### config.mk
export PLATFORM = sky130hd
export DESIGN_NAME = sd_sector_loader_flat
export DESIGN_NICKNAME = d
export VERILOG_FILES = /design/src/rtl/sd_pkg.sv /design/src/rtl/sd_sector_loader_if.sv /design/src/rtl/sd_sector_loader_byte_packer.sv /design/src/rtl/sd_sector_loader.sv /design/src/flat_wrapper.sv
export SDC_FILE = /design/constraint.sdc
export NUM_CORES = 1
export LEC_CHECK = 0
export CORE_ASPECT_RATIO = 0.9
export CORE_MARGIN = 2
export CORE_UTILIZATION = 50
export DETAILED_ROUTE_END_ITERATION = 8
export GPL_ROUTABILITY_DRIVEN = 0
export PLACE_DENSITY = 0.71
export SYNTH_ARGS = -nofsm -noshare
export SYNTH_HDL_FRONTEND = slang
export SYNTH_SLANG_ARGS = --single-unit
### constraint.sdc
create_clock -name clk -period 9.4 [get_ports clk]
set_input_delay 2.82 -clock clk [delete_from_list [all_inputs] [get_ports clk]]
set_output_delay 2.82 -clock clk [all_outputs]
set_load 0.005 [all_outputs]
### src/rtl/sd_pkg.sv
// Shared definitions for the SD sector loader and the sd_controller it drives.
// Latency: n/a (types and constants only).
// Backpressure: n/a.
package sd_pkg;

    typedef enum logic [2:0] {
        S_IDLE,
        S_WAIT_READY,
        S_ISSUE,
        S_RECV,
        S_WAIT_END,
        S_DONE
    } state_t;

    localparam int SECTOR_BYTES = 512;
    localparam int SD_ADDR_W    = 32;

    // sd_controller handshake: ready is high only in its IDLE state, and a
    // read is requested by holding rd high until ready drops.
    localparam logic SD_READY_IDLE = 1'b1;
    localparam logic SD_RD_REQ     = 1'b1;

    // Width of a byte-lane index; a single-lane word still needs one bit.
    function automatic int lane_w(input int bpw);
        return (bpw > 1) ? $clog2(bpw) : 1;
    endfunction

endpackage

### src/rtl/sd_sector_loader_if.sv
// Bus bundle between the sector loader, sd_controller and the word memory.
// Latency: n/a (wires only).
// Backpressure: none on the memory side; sd side is paced by sd_ready/sd_rd.
// master: loader side (drives sd_rd/sd_address and mem_*).
// slave : controller/memory side (drives sd_ready/sd_dout/sd_byte_available).
interface sd_sector_loader_if
    import sd_pkg::*;
#(
    parameter int ADDR_W         = 16,
    parameter int BYTES_PER_WORD = 2
);
    logic                          sd_ready;
    logic                          sd_rd;
    logic [SD_ADDR_W-1:0]          sd_address;
    logic [7:0]                    sd_dout;
    logic                          sd_byte_available;
    logic                          mem_we;
    logic [ADDR_W-1:0]             mem_addr;
    logic [8*BYTES_PER_WORD-1:0]   mem_wdata;

    modport master (
        input  sd_ready, sd_dout, sd_byte_available,
        output sd_rd, sd_address, mem_we, mem_addr, mem_wdata
    );

    modport slave (
        output sd_ready, sd_dout, sd_byte_available,
        input  sd_rd, sd_address, mem_we, mem_addr, mem_wdata
    );
endinterface

### src/rtl/sd_sector_loader_byte_packer.sv
// Packs a stream of single bytes into little-endian words for memory writes.
// Latency: mem_we one clk after the byte that completes a word.
// Backpressure: none; every byte_vld is accepted, memory must take one word/clk.
// Ports: clk/reset; clear restarts lane and word address; byte_vld/byte_dat in;
// mem_we/mem_addr/mem_wdata out.
module sd_sector_loader_byte_packer
    import sd_pkg::*;
#(
    parameter int BYTES_PER_WORD = 2,
    parameter int ADDR_W         = 16
)(
    input  logic                        clk,
    input  logic                        reset,
    input  logic                        clear,
    input  logic                        byte_vld,
    input  logic [7:0]                  byte_dat,
    output logic                        mem_we,
    output logic [ADDR_W-1:0]           mem_addr,
    output logic [8*BYTES_PER_WORD-1:0] mem_wdata
);
    localparam int                LANE_W    = lane_w(BYTES_PER_WORD);
    localparam logic [LANE_W-1:0] LAST_LANE = LANE_W'(BYTES_PER_WORD - 1);

    logic [LANE_W-1:0]           lane;
    logic [8*BYTES_PER_WORD-1:0] acc;
    logic [8*BYTES_PER_WORD-1:0] acc_next;

    always_comb begin
        acc_next = acc;
        acc_next[8*int'(lane) +: 8] = byte_dat;
    end

    always_ff @(posedge clk or negedge reset) begin
        if (!reset) begin
            lane      <= '0;
            acc       <= '0;
            mem_we    <= 1'b0;
            mem_addr  <= '0;
            mem_wdata <= '0;
        end else begin
            mem_we <= 1'b0;
            // Address advances after the write cycle so the write uses the old value.
            if (mem_we)
                mem_addr <= mem_addr + ADDR_W'(1);
            if (clear) begin
                lane     <= '0;
                acc      <= '0;
                mem_addr <= '0;
            end else if (byte_vld) begin
                if (lane == LAST_LANE) begin
                    mem_wdata <= acc_next;
                    mem_we    <= 1'b1;
                    lane      <= '0;
                    acc       <= '0;
                end else begin
                    acc  <= acc_next;
                    lane <= lane + LANE_W'(1);
                end
            end
        end
    end
endmodule

### src/rtl/sd_sector_loader.sv
// Loads sector_count consecutive 512-byte SD sectors into word memory.
// Latency: done one clk after the final sector's trailing ready (or after start if count is 0).
// Backpressure: waits on sd_ready per sector; any wait over TIMEOUT_CYCLES aborts with error.
// Ports: clk, reset (async active-low), start/base_sector/sector_count request,
// busy/done/error status, bus (master) to sd_controller and word memory.
module sd_sector_loader
    import sd_pkg::*;
#(
    parameter int BYTES_PER_WORD = 2,
    parameter int ADDR_W         = 16,
    parameter int TIMEOUT_CYCLES = 50_000_000
)(
    input  logic        clk,
    input  logic        reset,
    input  logic        start,
    input  logic [31:0] base_sector,
    input  logic [15:0] sector_count,
    output logic        busy,
    output logic        done,
    output logic        error,
    sd_sector_loader_if.master bus
);
    localparam int               TMO_W    = $clog2(TIMEOUT_CYCLES + 1);
    localparam logic [TMO_W-1:0] TMO_LAST = TMO_W'(TIMEOUT_CYCLES - 1);

    state_t                 state;
    logic [SD_ADDR_W-1:0]   base_q;
    logic [15:0]            count_q;
    logic [15:0]            sector_idx;
    logic [15:0]            idx_next;
    logic [9:0]             byte_cnt;
    logic [TMO_W-1:0]       tmo_cnt;
    logic                   strobe_q;
    logic                   byte_vld;
    logic                   pack_clear;
    logic                   in_wait;
    logic                   tmo_expired;
    logic                   ready_idle;

    assign ready_idle  = (bus.sd_ready == SD_READY_IDLE);
    // One byte per rising edge of the strobe, only while a sector is streaming.
    assign byte_vld    = bus.sd_byte_available && !strobe_q && (state == S_RECV);
    assign pack_clear  = start && (state == S_IDLE);
    assign idx_next    = sector_idx + 16'd1;
    assign in_wait     = (state inside {S_WAIT_READY, S_ISSUE, S_RECV, S_WAIT_END});
    // A byte arriving on the last cycle restarts the window rather than expiring it.
    assign tmo_expired = in_wait && (tmo_cnt == TMO_LAST) && !byte_vld;

    always_ff @(posedge clk or negedge reset) begin
        if (!reset)
            strobe_q <= 1'b0;
        else
            strobe_q <= bus.sd_byte_available;
    end

    always_ff @(posedge clk or negedge reset) begin
        if (!reset) begin
            state          <= S_IDLE;
            busy           <= 1'b0;
            done           <= 1'b0;
            error          <= 1'b0;
            bus.sd_rd      <= 1'b0;
            bus.sd_address <= '0;
            base_q         <= '0;
            count_q        <= '0;
            sector_idx     <= '0;
            byte_cnt       <= '0;
            tmo_cnt        <= '0;
        end else begin
            done    <= 1'b0;
            tmo_cnt <= tmo_cnt + TMO_W'(1);
            if (tmo_expired) begin
                error     <= 1'b1;
                bus.sd_rd <= ~SD_RD_REQ;
                busy      <= 1'b0;
                done      <= 1'b1;
                tmo_cnt   <= '0;
                state     <= S_DONE;
            end else begin
                case (state)
                    S_IDLE: begin
                        tmo_cnt <= '0;
                        if (start) begin
                            base_q         <= base_sector;
                            count_q        <= sector_count;
                            sector_idx     <= '0;
                            error          <= 1'b0;
                            bus.sd_address <= base_sector;
                            // done/busy are registered, so they change on entry to S_DONE.
                            if (sector_count == 16'd0) begin
                                done  <= 1'b1;
                                state <= S_DONE;
                            end else begin
                                busy  <= 1'b1;
                                state <= S_WAIT_READY;
                            end
                        end
                    end
                    S_WAIT_READY: begin
                        bus.sd_address <= base_q + {16'd0, sector_idx};
                        if (ready_idle) begin
                            bus.sd_rd <= SD_RD_REQ;
                            tmo_cnt   <= '0;
                            state     <= S_ISSUE;
                        end
                    end
                    S_ISSUE: begin
                        if (!ready_idle) begin
                            bus.sd_rd <= ~SD_RD_REQ;
                            byte_cnt  <= '0;
                            tmo_cnt   <= '0;
                            state     <= S_RECV;
                        end
                    end
                    S_RECV: begin
                        if (byte_vld) begin
                            tmo_cnt  <= '0;
                            byte_cnt <= byte_cnt + 10'd1;
                            if (byte_cnt == 10'(SECTOR_BYTES - 1))
                                state <= S_WAIT_END;
                        end else if (ready_idle) begin
                            // Controller went idle before a full sector: short read.
                            error   <= 1'b1;
                            busy    <= 1'b0;
                            done    <= 1'b1;
                            tmo_cnt <= '0;
                            state   <= S_DONE;
                        end
                    end
                    S_WAIT_END: begin
                        // Trailing CRC strobes are ignored here; only ready matters.
                        if (ready_idle) begin
                            sector_idx <= idx_next;
                            tmo_cnt    <= '0;
                            if (idx_next == count_q) begin
                                busy  <= 1'b0;
                                done  <= 1'b1;
                                state <= S_DONE;
                            end else begin
                                bus.sd_address <= base_q + {16'd0, idx_next};
                                bus.sd_rd      <= SD_RD_REQ;
                                state          <= S_ISSUE;
                            end
                        end
                    end
                    S_DONE: begin
                        tmo_cnt <= '0;
                        state   <= S_IDLE;
                    end
                    default: state <= S_IDLE;
                endcase
            end
        end
    end

    sd_sector_loader_byte_packer #(
        .BYTES_PER_WORD (BYTES_PER_WORD),
        .ADDR_W         (ADDR_W)
    ) u_packer (
        .clk       (clk),
        .reset     (reset),
        .clear     (pack_clear),
        .byte_vld  (byte_vld),
        .byte_dat  (bus.sd_dout),
        .mem_we    (bus.mem_we),
        .mem_addr  (bus.mem_addr),
        .mem_wdata (bus.mem_wdata)
    );
endmodule
### src/flat_wrapper.sv
// flat-port wrapper written by rule: the top's interface ports become plain ports
module sd_sector_loader_flat import sd_pkg::*;
#(
    parameter int BYTES_PER_WORD = 2,
    parameter int ADDR_W         = 16,
    parameter int TIMEOUT_CYCLES = 50_000_000
)
  (clk, reset, start, base_sector, sector_count, busy, done, error, bus_sd_ready, bus_sd_dout, bus_sd_byte_available, bus_sd_rd, bus_sd_address, bus_mem_we, bus_mem_addr, bus_mem_wdata);
  sd_sector_loader_if #(.ADDR_W(ADDR_W), .BYTES_PER_WORD(BYTES_PER_WORD)) bus_i ();
  input  logic clk;
  input  logic reset;
  input  logic start;
  input  logic [31:0] base_sector;
  input  logic [15:0] sector_count;
  output logic busy;
  output logic done;
  output logic error;
  input wire logic [$bits(bus_i.sd_ready)-1:0] bus_sd_ready;
  input wire logic [$bits(bus_i.sd_dout)-1:0] bus_sd_dout;
  input wire logic [$bits(bus_i.sd_byte_available)-1:0] bus_sd_byte_available;
  output wire logic [$bits(bus_i.sd_rd)-1:0] bus_sd_rd;
  output wire logic [$bits(bus_i.sd_address)-1:0] bus_sd_address;
  output wire logic [$bits(bus_i.mem_we)-1:0] bus_mem_we;
  output wire logic [$bits(bus_i.mem_addr)-1:0] bus_mem_addr;
  output wire logic [$bits(bus_i.mem_wdata)-1:0] bus_mem_wdata;
  assign bus_i.sd_ready = bus_sd_ready;
  assign bus_i.sd_dout = bus_sd_dout;
  assign bus_i.sd_byte_available = bus_sd_byte_available;
  assign bus_sd_rd = bus_i.sd_rd;
  assign bus_sd_address = bus_i.sd_address;
  assign bus_mem_we = bus_i.mem_we;
  assign bus_mem_addr = bus_i.mem_addr;
  assign bus_mem_wdata = bus_i.mem_wdata;
  sd_sector_loader #(.BYTES_PER_WORD(BYTES_PER_WORD), .ADDR_W(ADDR_W), .TIMEOUT_CYCLES(TIMEOUT_CYCLES)) u_core (.clk(clk), .reset(reset), .start(start), .base_sector(base_sector), .sector_count(sector_count), .busy(busy), .done(done), .error(error), .bus(bus_i));
endmodule
Word level (Yosys, flattened, before mapping)
Cells that the tools add are included.
{"block": "op_classes", "reduce_logical": 29, "n_addsub": 8, "eq_ne": 24, "shifts": 2, "n_mux": 64, "n_bitwise": 2}
{"cell": "16-bit two-way mux", "n": 7}
{"cell": "26-bit two-way mux", "n": 4}
{"cell": "26-bit case mux with 4 select lines", "n": 1}
{"cell": "32-bit two-way mux", "n": 3}
{"cell": "32-bit case mux with 3 select lines", "n": 1}
{"cell": "32-bit by 16-bit adder with 32-bit output", "n": 2}
{"cell": "4-bit negation with 33-bit output", "n": 1}
{"cell": "8-bit by 33-bit variable shift with 16-bit output, first input constant", "n": 1}
{"cell": "8-bit by 33-bit variable part select with 16-bit output", "n": 1}
{"cell": "16-bit by 1-bit adder with 16-bit output, second input constant", "n": 2}
{"cell": "16-bit case mux with 2 select lines", "n": 1}
{"cell": "3-bit two-way mux", "n": 10}
{"cell": "1-bit two-way mux", "n": 28}
{"cell": "26-bit by 1-bit adder with 26-bit output, second input constant", "n": 1}
{"cell": "26-bit == test, second input constant", "n": 1}
{"cell": "3-bit by 2-bit inequality test with 1-bit output, second input constant", "n": 8}
{"cell": "10-bit two-way mux", "n": 2}
{"cell": "10-bit case mux with 2 select lines", "n": 1}
{"cell": "16-bit bitwise mux", "n": 1}
{"cell": "16-bit == test", "n": 1}
{"cell": "16-bit logical NOT", "n": 1}
{"cell": "3-bit case mux with 5 select lines", "n": 1}
{"cell": "4-bit AND reduction", "n": 3}
{"cell": "4-bit nonzero test", "n": 3}
{"cell": "24 further kinds", "n": 44}
{"block": "word_totals", "register_bits": 190, "wordCells": 146, "input_bits": 61, "out_inout_bits": 69}

Logic depth before layout (Yosys ltp)
Gate-level depths: netlist of the first run.
{"block": "logic_depth", "depth_word": 7, "ltp_mapped": 18, "ltp_nobuf": 15}

Modules after synthesis
A second synthesis of the first run with hierarchy kept.
{"block": "unflattened", "hier_cells": 1081, "area_unflattened_um2": 10341.2}
{"mod": "sd_sector_loader", "seq_area_each_um2": 3503.4, "area_each_um2": 8518.2, "n_inst": 1, "cells_each": 893}
{"mod": "sd_sector_loader_byte_packer", "seq_area_each_um2": 1051.0, "area_each_um2": 1823.0, "n_inst": 1, "cells_each": 188}

Worst setup path after synthesis of the first run
Ideal clock, no wire load.
{"block": "synth_timing", "kind": "input to register", "start": "input port bus_sd_byte_available", "end": "register u_core.u_packer.mem_wdata[10]", "setup_ps": 125, "required_time_ps": 9275, "path_buffers": 3, "path_stages": 7, "path_slack_ps": 5007, "arrival_time_ps": 4269, "path_cell_list": "nor2b_1 -> clkbuf_1 -> and2_1 -> clkbuf_1 -> nand2_1 -> clkbuf_1 -> mux2_2"}
{"block": "synth_between", "elab_chain_len": 3}
{"element": "start: declaration", "line": "flat_wrapper.sv:20", "text": "input wire logic [$bits(bus_i.sd_byte_available)-1:0] bus_sd_byte_available;"}
{"element": "1-bit logical AND (2 in series)", "line": "sd_sector_loader.sv:42", "text": "assign byte_vld = bus.sd_byte_available && !strobe_q && (state == S_RECV);"}
{"element": "3-bit AND reduction (no source line)"}
{"element": "end signal: assignment", "line": "sd_sector_loader_byte_packer.sv:51", "text": "mem_wdata <= acc_next;"}
{"element": "end: declaration", "line": "sd_sector_loader_byte_packer.sv:19", "text": "output logic [8*BYTES_PER_WORD-1:0] mem_wdata"}
No other way between the ends.
A chain may end at the register's enable or synchronous reset.

Final worst setup path of the first run
{"block": "layout_timing", "start": "input port bus_sd_byte_available", "end": "register u_core.u_packer.mem_wdata[2]"}
The elaborated chain is that of the path after synthesis.

==> flow_summary.ini, run 1 <==
[synth]
syn-num-nets = 1255
async_flop_share = 1.000
ys_ff_latch = 182
synth_area_leader_cell = dfrtp_1
synth_common_cells = nand2_1 (253), dfrtp_1 (182), nor2_1 (107), o21ai_0 (64), clkbuf_1 (55)
synthFlopType = dfrtp_1
synth-edff-count = 0
synth_cells = 1170
synth_cell_types = 71
syn-cell-area_um2 = 10480
yosys_warnings = 0
ys_top_cells_by_area = dfrtp_1 (43%), nand2_1 (9.1%), xor2_1 (4.4%)
ys_seq_area_frac = 0.4344
postSynthAreaPerCell_um2 = 8.961
yosysMostFrequentCell = nand2_1
synth_top_area_frac = 0.4344

[global_routing]
grt_max_degree = 116
antenna_found_initial = 1
grt_pass1_wl_mm = 42.40
grt_pass1_vias = 8374
track_usage = 0.2378
grt_overflow = 0

[sta]
setup_tns_ps = 0
fmax_ghz = 0.1917
rsz0062_at_grt = false
finClkSkew_ps = 21.28
drv_slew = 0
tightest_slew_ps = 1197
finalHoldViolCount = 0
fin_crit_ps = 5217
period_share = 0.5550
max_slew_margin = 0.1954
setup_viol = 0

[pwr]
ir_drop_mv = 0.1406
intPower_uw = 2115
p_seq_frac = 0.366
clkPwrFrac = 0.222
p_per_area_nw_per_um2 = 271.1
p_leak_uw = 0.005604
p_sw_frac = 0.3756
switchingPower_uw = 1272
combPwrFrac = 0.411

[die]
dieHeight_um = 141.4
rows = 50
core-area_um2 = 20710
ioPinCount = 130
die_area_um2 = 22140
initial_core_util = 0.5063
dieWidth_um = 156.6

[placement]
dp_hpwl_mm = 17.50
io_buffers = 129

[setup_path]
cp-end-kind = register
cp-start-kind = primary input
worstPathArrival_ps = 5550
required_ps = 9730
critPathMaxFanout = 24
crit_type = primary input to register

[finish]
drive_gt1_frac = 0.07991
area_growth_pct = 19.19
utilization = 0.6034
nNetsFinal = 1336
fillCellCount = 1816

[clock_network]
cts.sinks = 182
clock-root-buffer = clkbuf_16
cts_resized = 0
cts_tree = built
path_clk_slew_ps = 80
cts_hold_buf = 0
insertion_delay_ps = 450
htreeDepth = 4
cts_setup_buffers = 0
cts_buffer_depth = 2
numCtsBuffers = 17

[detailed_routing]
postRouteAntennaNets = 0
viasPerCell = 5.613
wl_per_cell_um = 16.42
drt_iter0_drc = 560
drc = 0
via_count = 8706
drt_wl_total_mm = 25.46
drtPass1Iterations = 5

[worst_hold_path]
hp-class = register to register

[flow_run]
max_cap_violations = 0

[status]
status = finished clean
cell type report:
| cell class | count | area, µm² | area share |
|---|---|---|---|
| antenna | 1 | 2.502 | 0.0002003 |
| clock buffer | 17 | 425.4 | 0.03404 |
| clock inverter | 15 | 197.7 | 0.01582 |
| inverter | 23 | 86.33 | 0.006909 |
| multi-input combinational | 893 | 5539 | 0.4433 |
| sequential | 182 | 4554 | 0.3645 |
| tap | 286 | 357.8 | 0.02864 |
| timing repair buffer | 134 | 1333 | 0.1066 |
worst max-delay path, stage by stage:
cell and delay [ps]:
clkdlybuf4s50_1 500, nor2b_1 440, and2_1 700, nand2_1 620, mux2_2 460
stage by stage:
| stage | total power (µW) | setup WS, ps | cell area [µm²] | cells | hold WS (ps) |
|---|---|---|---|---|---|
| final | 3387 | 4183 | 12500 | 1551 | 455.0 |
| after global routing | 3626 | 3918 | 12500 | 1551 | 496.8 |
| after CTS | 3411 | 4152 | 12490 | 1550 | 456.6 |
| after detailed placement | 2645 | 3684 | 11870 | 1518 | 446.2 |
| after global placement | 2604 | 3785 | 11870 | 1518 | 438.1 |
| after floorplan | 2170 | 5007 | 10480 | 1170 | 424.5 |
cells by family (layout without fill, tap and decap cells):
kind of cell             after synthesis  in the layout  synth area share
flip-flops                           182            182            0.4344
AND/OR/NAND/NOR                      531            531            0.2326
adder cells (fa/ha/maj)               24             24           0.02936
AO/OA/AOI/OAI                        185            185            0.1142
other                                  0              1                 0
XOR/XNOR                              94             94           0.07853
buffers and inverters                 95            189           0.03807
multiplexers                          59             59           0.07280
cells in the final DEF (no fill, tap or decap), drive strengths merged, types with 4 or more instances in the layout:
cell type	synthesis	final
nor2	107	107
a21o	6	6
a31oi	8	8
xnor2	41	41
and2	5	5
and3	16	16
nand3	44	44
mux2i	8	8
xor2	53	53
nor4	13	13
a41oi	4	4
mux2	51	51
nor2b	4	4
ha	23	23
o41ai	4	4
dfrtp	182	182
or3	6	6
inv	23	33
o21bai	4	4
o31ai	15	15
nand4	27	27
buf	17	5
clkdlybuf4s50	0	128
o2111ai	5	5
nor3b	4	4
nor3	17	17
o21ai	66	66
clkbuf	55	18
a21oi	30	30
and4	6	6
a211oi	9	9
o211ai	5	5
nand2b	4	4
clkinv	0	4
nand2	253	253
nand3b	10	10
or4	6	6
state kept, by name, summed over array words and instances (netlist names), 3 cells and up:
signal and flops:
u_core.u_packer.acc 8, u_core.state 3, u_core.bus.sd_address 32, u_core.sector_idx 16
u_core.u_packer.mem_addr 16, u_core.base_q 32, u_core.count_q 16, u_core.u_packer.mem_wdata 16
u_core.byte_cnt 10, u_core.tmo_cnt 26
final timing paths:
check	start	end	slack [ps]	cells past startpoint
max	bus_sd_byte_available	u_core.u_packer.mem_wdata[2]$_DFFE_PN0P_	4180	5
min	u_core.tmo_cnt[0]$_DFF_PN0_	u_core.tmo_cnt[0]$_DFF_PN0_	450	1
max reg2reg	u_core.state[1]$_DFFE_PN0P_	u_core.bus.sd_address[24]$_DFFE_PN0P_	4450	12
min reg2reg	u_core.tmo_cnt[0]$_DFF_PN0_	u_core.tmo_cnt[0]$_DFF_PN0_	450	1
max in group asynchronous	reset	u_core.u_packer.mem_addr[12]$_DFFE_PN0P_	5510	2
min in group asynchronous	reset	u_core.sector_idx[10]$_DFFE_PN0P_	2470	1
power groups by stage:
stage	clock network (µW)	registers [µW]	logic, µW
final	753	1240	1390
after detailed placement	0	1250	1400
after global routing	802	1280	1550
after CTS	768	1240	1400
after floorplan	0	1180	987
after global placement	0	1250	1360
per-layer routing:
metal  GRT usage  routed length [µm]
met1      0.3357               11850
met2      0.3742               11690
met3     0.04337                1363
met4     0.07339                 554
met5           0                   0
Power figures use the tool's default switching activity.
==> run 2: changes to the inputs <==
==> constraint.sdc (replaced) <==
create_clock -name clk -period 5.09 [get_ports clk]
set_input_delay 1.527 -clock clk [delete_from_list [all_inputs] [get_ports clk]]
set_output_delay 1.527 -clock clk [all_outputs]
set_load 0.005 [all_outputs]
==> run 2 against run 1 <==
Combinational power grew 86%; largest power group unchanged; wire length grew 0.60%; die area is the same; flip-flop and latch count is the same; global-route usage grew 0.084 points; clock-buffer cell count is the same.
==> flow_summary.ini, run 2 (synthesis gave the netlist of run 1 again) <==
[setup_path]
crit_type = register to register
critPathMaxFanout = 16
worstPathArrival_ps = 4830
cp-end-kind = register
required_ps = 5410
crit_chain = or3b_2 -> inv_1 -> ha_1 -> inv_1 -> ha_1 -> fa_1 -> a211oi_1 -> o211ai_1 -> a41oi_1 -> o31a_1 -> or4_1 -> nand4_1 -> mux2_4
cp-start-kind = register
r2r_slack_ps = 580
slowest_stage = or3b_2
max_stage_delay_ps = 700

[finish]
area_growth_pct = 19.63
nNetsFinal = 1340
mostFrequentLayoutCell = nand2_1
final_cell_mix = nand2_1 (252), dfrtp_1 (182), clkdlybuf4s50_1 (128), nor2_1 (107), o21ai_0 (64)
top_regs = u_core.base_q (32), u_core.bus.sd_address (32), u_core.tmo_cnt (26)
utilization = 0.6057
drive_gt1_frac = 0.08281

[status]
status = finished clean

[clock_network]
cts_hold_buf = 0
path_clk_slew_ps = 80
numCtsBuffers = 17
clock-root-buffer = clkbuf_16
cts_tree = built
htreeDepth = 4
insertion_delay_ps = 440
cts_resized = 0
cts.sinks = 182
cts_setup_buffers = 0
cts_buffer_depth = 2

[global_routing]
grt_pass1_wl_mm = 42.62
antenna_found_initial = 1
grt_overflow = 0
track_usage = 0.2386
grt_pass1_vias = 8299
grt_max_degree = 98

[detailed_routing]
drt_iter0_drc = 634
wl_per_cell_um = 16.47
drc = 0
via_count = 8698
drt_wl_total_mm = 25.62
viasPerCell = 5.594
postRouteAntennaNets = 0
drtPass1Iterations = 5

[die]
die_area_um2 = 22140
rows = 50
initial_core_util = 0.5063
ioPinCount = 130
core-area_um2 = 20710
dieWidth_um = 156.6
dieHeight_um = 141.4

[placement]
dp_hpwl_mm = 17.48
io_buffers = 129

[sta]
setup_viol = 0
tightest_slew_ps = 1078
drv_slew = 0
rsz0062_at_grt = false
finalHoldViolCount = 0
max_slew_margin = 0.2788
finClkSkew_ps = 9.465
period_share = 0.8851
fmax_ghz = 0.2220
setup_tns_ps = 0
fin_crit_ps = 4505

[flow_run]
max_cap_violations = 0

[pwr]
p_per_area_nw_per_um2 = 500.3
ir_drop_mv = 0.2926
p_leak_uw = 0.005627

[worst_hold_path]
hp-class = register to register
[run 2: per-stage QoR]
step	hold slack (ps)	cell area [µm²]	std cells	total power (µW)	setup slack, ps
after floorplan	424.5	10480	1170	4007	1243
after global placement	442.5	11910	1522	4834	705.9
after detailed placement	449.8	11910	1522	4893	635.7
after CTS	461.4	12540	1554	6304	589.6
after global routing	490.2	12540	1555	6714	311.6
final	457.8	12540	1555	6275	584.9
[run 2: layout make-up]
type | instances | area (µm²)
Tap cell | 286 | 357.8
Multi-Input combinational cell | 893 | 5539
Sequential cell | 182 | 4554
Timing Repair Buffer | 138 | 1375
Clock buffer | 17 | 425.4
Fill cell | 1802 | 8165
Clock inverter | 15 | 201.4
Antenna cell | 1 | 2.502
Inverter | 23 | 86.33
[run 2: critical path: cells and delay by family, from the launching register on]
kind,cells,cell delay (ps)
flip-flops,1,550
buffers and inverters,2,480
AND/OR/NAND/NOR,3,960
multiplexers,1,260
adder cells (fa/ha/maj),3,820
AO/OA/AOI/OAI,4,1310
[run 2: power by group]
part / internal, µW / switching [µW]
combinational: 1300 / 1280
sequential: 1890 / 411
clock: 718 / 676
[run 2: final timing paths]
check | start | endpoint | cells after the start
worst max register to register | u_core.state[1]$_DFFE_PN0P_ | u_core.bus.sd_address[30]$_DFFE_PN0P_ | 13
min in group asynchronous | reset | u_core.sector_idx[9]$_DFFE_PN0P_ | 1
worst min register to register | u_core.tmo_cnt[0]$_DFF_PN0_ | u_core.tmo_cnt[0]$_DFF_PN0_ | 1
worst max-delay path | u_core.state[1]$_DFFE_PN0P_ | u_core.bus.sd_address[30]$_DFFE_PN0P_ | 13
max in group asynchronous | reset | u_core.base_q[30]$_DFFE_PN0P_ | 2
worst min-delay path | u_core.tmo_cnt[0]$_DFF_PN0_ | u_core.tmo_cnt[0]$_DFF_PN0_ | 1
[run 2: per-layer routing]
layer	global-route usage	vias up	part of all wire
met5	0	-	0
met4	0.05843	0	0.011
met1	0.3452	4241	0.49
li1	-	4222	-
met3	0.04307	26	0.044
met2	0.3735	209	0.46
==> run 3: changes to the inputs <==
--- a/config.mk
+++ b/config.mk
@@ -14,3 +14,4 @@
 export SYNTH_ARGS = -nofsm -noshare
 export SYNTH_HDL_FRONTEND = slang
 export SYNTH_SLANG_ARGS = --single-unit
+export TNS_END_PERCENT = 5
==> results of run 3 <==
No change in the layout: final DEF, timing and power equal those of run 2.
